### src/rtl/mult_product_accumulator.sv
// rtl/mult_product_accumulator.sv - sums a programmed number of 8-bit products into a wide accumulator
//
// Purpose: back end of a dot-product / MAC datapath. A run is opened with
// start (which samples len), then len products are accepted over a
// valid/ready handshake and added into sum. When the last product has been
// added the block pulses done for one cycle and holds sum/overflow until the
// next start or reset.
//
// Ports:
//   clk         clock, all state updates on the rising edge
//   rst_n       asynchronous active-low reset
//   start       open a new run (also aborts a run in progress)
//   len         number of products in the run (0 completes immediately)
//   prod        unsigned product from the multiplier
//   prod_valid  prod is valid this cycle
//   prod_ready  block accepts prod this cycle
//   sum         running / final accumulated value
//   busy        run in progress
//   done        one-cycle completion pulse, sum is final while high
//   overflow    sticky for the current run: accumulator wrapped

module mult_product_accumulator #(
    parameter int ACC_W = 16,
    parameter int LEN_W = 4
) (
    input  logic             clk,
    input  logic             rst_n,
    input  logic             start,
    input  logic [LEN_W-1:0] len,
    input  logic [7:0]       prod,
    input  logic             prod_valid,
    output logic             prod_ready,
    output logic [ACC_W-1:0] sum,
    output logic             busy,
    output logic             done,
    output logic             overflow
);

    typedef enum logic [1:0] {
        S_IDLE = 2'd0,
        S_ACC  = 2'd1,
        S_DONE = 2'd2
    } state_t;

    state_t           state_q, state_d;
    logic [ACC_W-1:0] sum_q, sum_d;
    logic             ovf_q, ovf_d;
    logic [LEN_W-1:0] cnt_q, cnt_d;

    logic             accept;
    // One extra bit on the adder captures the carry out of the accumulator.
    logic [ACC_W:0]   add_w;

    assign add_w = {1'b0, sum_q} + {{(ACC_W - 7){1'b0}}, prod};

    // start wins over a simultaneous product, so ready is masked by start.
    assign prod_ready = (state_q == S_ACC) && !start;
    assign accept     = prod_ready && prod_valid;

    always_comb begin
        state_d = state_q;
        sum_d   = sum_q;
        ovf_d   = ovf_q;
        cnt_d   = cnt_q;

        case (state_q)
            S_IDLE: begin
                state_d = S_IDLE;
            end
            S_ACC: begin
                if (accept) begin
                    sum_d = add_w[ACC_W-1:0];
                    ovf_d = ovf_q | add_w[ACC_W];
                    cnt_d = cnt_q - LEN_W'(1);
                    if (cnt_q == LEN_W'(1)) begin
                        state_d = S_DONE;
                    end
                end
            end
            S_DONE: begin
                state_d = S_IDLE;
            end
            default: begin
                state_d = S_IDLE;
            end
        endcase

        // start behaves identically in every state: it restarts the run.
        // In DONE the done pulse is still produced this cycle because done
        // decodes the current state.
        if (start) begin
            sum_d   = '0;
            ovf_d   = 1'b0;
            cnt_d   = len;
            state_d = (len == '0) ? S_DONE : S_ACC;
        end
    end

    always_ff @(posedge clk or negedge rst_n) begin
        if (!rst_n) begin
            state_q <= S_IDLE;
            sum_q   <= '0;
            ovf_q   <= 1'b0;
            cnt_q   <= '0;
        end else begin
            state_q <= state_d;
            sum_q   <= sum_d;
            ovf_q   <= ovf_d;
            cnt_q   <= cnt_d;
        end
    end

    assign sum      = sum_q;
    assign overflow = ovf_q;
    assign busy     = (state_q == S_ACC);
    assign done     = (state_q == S_DONE);

endmodule

### config.mk
export PLATFORM = sky130hd
export DESIGN_NAME = mult_product_accumulator
export DESIGN_NICKNAME = d
export VERILOG_FILES = /design/src/rtl/mult_product_accumulator.sv
export SDC_FILE = /design/constraint.sdc
export NUM_CORES = 1
export LEC_CHECK = 0
export ABC_AREA = 1
export CAP_MARGIN = 15
export CORE_MARGIN = 5
export CORE_UTILIZATION = 45
export DETAILED_ROUTE_END_ITERATION = 7
export PLACE_DENSITY_LB_ADDON = 0.08
export SETUP_SLACK_MARGIN = 0.05
export SYNTH_ARGS = -nofsm -noshare
export SYNTH_HDL_FRONTEND = slang
export SYNTH_SLANG_ARGS = --single-unit
### constraint.sdc
create_clock -name clk -period 1.8 [get_ports clk]
set_clock_uncertainty 0.1 [all_clocks]
set_input_delay 0.36 -clock clk [delete_from_list [all_inputs] [get_ports clk]]
set_output_delay 0.36 -clock clk [all_outputs]
set_load 0.01 [all_outputs]
==> out/metrics.yaml <==
critical_path:
  crit_path_start_kind: "primary input"
  arrival_ns: 1.94
  setup.worst_path.start: "prod[1]"
  endpoint: "sum[8]$_DFFE_PN0P_"
  cp-end-kind: "flip-flop"
  timing.rr.start: "sum[0]$_DFFE_PN0P_"
  crit_required_ns: 1.92
  timing.rr.end: "sum[8]$_DFFE_PN0P_"
  path_max_fanout: 4
  reg2reg_depth: 12
  r2r_slack_ns: -0.01
  critical_path_class: "primary input to flip-flop"
die:
  row_count: 21
  die_area_sq_um: 4910
  io_pins: 36
  die_x_microns: 70.1
  core_sq_um: 3420
  start_util_pct: 47.5
  die_h_microns: 70.1
placed_design:
  port_buffers: 35
  gp_congestion: 0.810
  dpl.hpwl_mm: 3.02
  placed_area_sq_um: 2180
timing:
  setup_viol: 1
  worst_slew_pin_slew_ns: 0.321
  fin_crit_sh_pct: 101
  min_period_ns: 1.81
  worst_slack_ns: -0.0122
  clock.fmax_mhz: 552
  drv_slew: 0
  rsz0062_at_grt: "true"
  hold_viol_final: 0
  slew_headroom_pct: 78.6
outcome:
  status: "finished with violations"
  violations: "negative setup slack"
clock_tree:
  cts_hold_buffers: 0
  cts_root_buffer: "clkbuf_4"
  htree_levels: 1
  cts_buffers: 3
  clk_path_buf_depth: 2
  cts_num_sinks: 23
  cts_tree: "yes"
  cts.reportedPaths.clkPinSlew_ns: 0.14
  clk_latency_ns: 0.31
cells_and_area:
  drive_above_1_share_pct: 26.2
  syn_to_final_growth_pct: 50.9
  fin_area_sq_um: 2450
  finalNetCount: 329
  antennaDiodeCount: 0
pwr:
  peakVddDrop_uv: 437
  switching_share_pct: 33.4
  pwr-share-comb_pct: 35.6
  clockPowerShare_pct: 19.6
  power_mw: 1.29
  seq_power_share_pct: 44.7
  pwr_density_cell_nw_per_um2: 525
  power.leakage_nw: 1.34
  p_sw_mw: 0.430
  p_int_mw: 0.856
route:
  drc: 0
  drt-initial-drc-count: 116
  route.vias.total: 1716
  drt_first_pass_iters: 4
  antenna_left: 0
  wl_per_cell_microns: 12.4
  viasPerCell: 4.95
  totalWireLength_mm: 4.30
hold_path:
  min_path_type: "primary input to async pin"
global_routing:
  grt_overflow: 0
  grt_first_pass_wirelength_mm: 6.98
  antenna_found_initial: 0
  grt_usage_pct: 17.1
  grt_pass1_vias: 1584
  grt_start_max_net_pins: 24
synthesis:
  synth.net_count: 259
  syn_inst: 232
  synth_top_cell_by_area: "dfrtp_1"
  synth_top_area_share_pct: 35.4
  synth.avg_cell_area_sq_um: 7.00
  yosysSeqAreaShare_pct: 35.4
  post-synth-top-count-cell: "nand2_1"
  ys_warn_count: 0
  synth_common_cells: "nand2_1 (72), inv_1 (30), nor2_1 (24)"
  ys_top_cells_by_area: "dfrtp_1 (35%), nand2_1 (17%), ha_1 (7.7%), nand3_1 (7.1%), inv_1 (6.9%)"
  synth_seq_cells: 23
  ys.flop_type: "dfrtp_1"
  synth-edff-count: 0
  async_reset_ff_share_pct: 100
  synth_area_sq_um: 1620
  synth_cell_types: 30
job:
  cap_violations: 0
placed cells by master, fill, tap and decap left out, types with 5 or more instances in the layout:
cell and n:
inv_2 7, inv_1 28, a21oi_1 7, dfrtp_1 22
ha_4 5, nor2_2 5, dlymetal6s2s_1 7, clkdlybuf4s50_1 23
nand3_1 15, nand2_1 70, nand3_2 8, buf_4 33
nor2_1 21
state kept, by name, summed over array words and instances, names as in the netlist:
signal	cells
sum	16
overflow	1
state_q	2
cnt_q	4
area by class of cell:
type | instances | area (sq um)
clock buffer | 4 | 26.3
fill | 315 | 965
tap | 46 | 57.6
multi-input combinational | 170 | 1040
sequential | 23 | 577
timing repair buffer | 68 | 611
inverter | 36 | 140
metal layers:
layer / up-vias / global-route usage, % / routed length, microns
met5: - / 0 / 0
li1: 877 / - / -
met2: 52 / 29.5 / 2100
met1: 783 / 22.0 / 1900
met4: 0 / 3.83 / 41
met3: 4 / 3.44 / 257
stage by stage:
step | TNS (ns) | cells | hold slack, ns | utilization (%) | setup WS (ns)
3_3_place_gp | -4.82 | 329 | 0.393 | 63.7 | -0.417
5_1_grt | -0.632 | 347 | 0.319 | 71.8 | -0.107
2_1_floorplan | 0 | 232 | -0.0356 | - | 0.0483
6_report | -0.0122 | 347 | 0.291 | 71.8 | -0.0122
3_5_place_dp | -5.03 | 329 | 0.403 | 63.7 | -0.441
4_1_cts | -0.0170 | 342 | 0.285 | 67.0 | -0.0170
power by group through the flow:
stage | Sequential, mW | Combinational (mW) | Clock [mW]
floorplan | 0.588 | 0.223 | 0
global placement | 0.584 | 0.409 | 0
detailed placement | 0.585 | 0.412 | 0
CTS | 0.573 | 0.422 | 0.263
global route | 0.580 | 0.512 | 0.274
finish | 0.575 | 0.458 | 0.252
timing repair:
action	CTS	global route
resized for setup	12	25
setup endpoints to repair	20	22
pin swaps	7	8
setup buffers	9	5
worst max-delay path, stage by stage:
cell and delay, ns:
clkdlybuf4s50_1 0.47, inv_1 0.06, fa_2 0.38, inv_2 0.08, nand2_4 0.06, nand3_2 0.08, nand3_2 0.08, nand2_4 0.10
buf_4 0.11, nand3_2 0.05, nand2_1 0.06, nor2_1 0.04
logic make-up after synthesis:
group | after synthesis | share of synthesized area (%)
compound gates | 27 | 10.1
buf+inv | 39 | 10.4
fa+ha+maj | 11 | 8.94
simple gates | 131 | 34.6
flops | 23 | 35.4
xor+xnor | 1 | 0.539
worst min-delay path by stage:
stage / startpoint / endpoint / slack (ns) / cells after the start
2_1_floorplan: rst_n / cnt_q[0]$_DFFE_PN0P_ / -0.04 / 0
3_3_place_gp: sum[4]$_DFFE_PN0P_ / sum[4]$_DFFE_PN0P_ / 0.39 / 2
3_5_place_dp: sum[4]$_DFFE_PN0P_ / sum[4]$_DFFE_PN0P_ / 0.40 / 2
4_1_cts: rst_n / sum[7]$_DFFE_PN0P_ / 0.29 / 2
5_1_grt: rst_n / sum[7]$_DFFE_PN0P_ / 0.32 / 2
6_report: rst_n / sum[7]$_DFFE_PN0P_ / 0.29 / 2
Note: power is estimated with default switching activity, not from simulation.
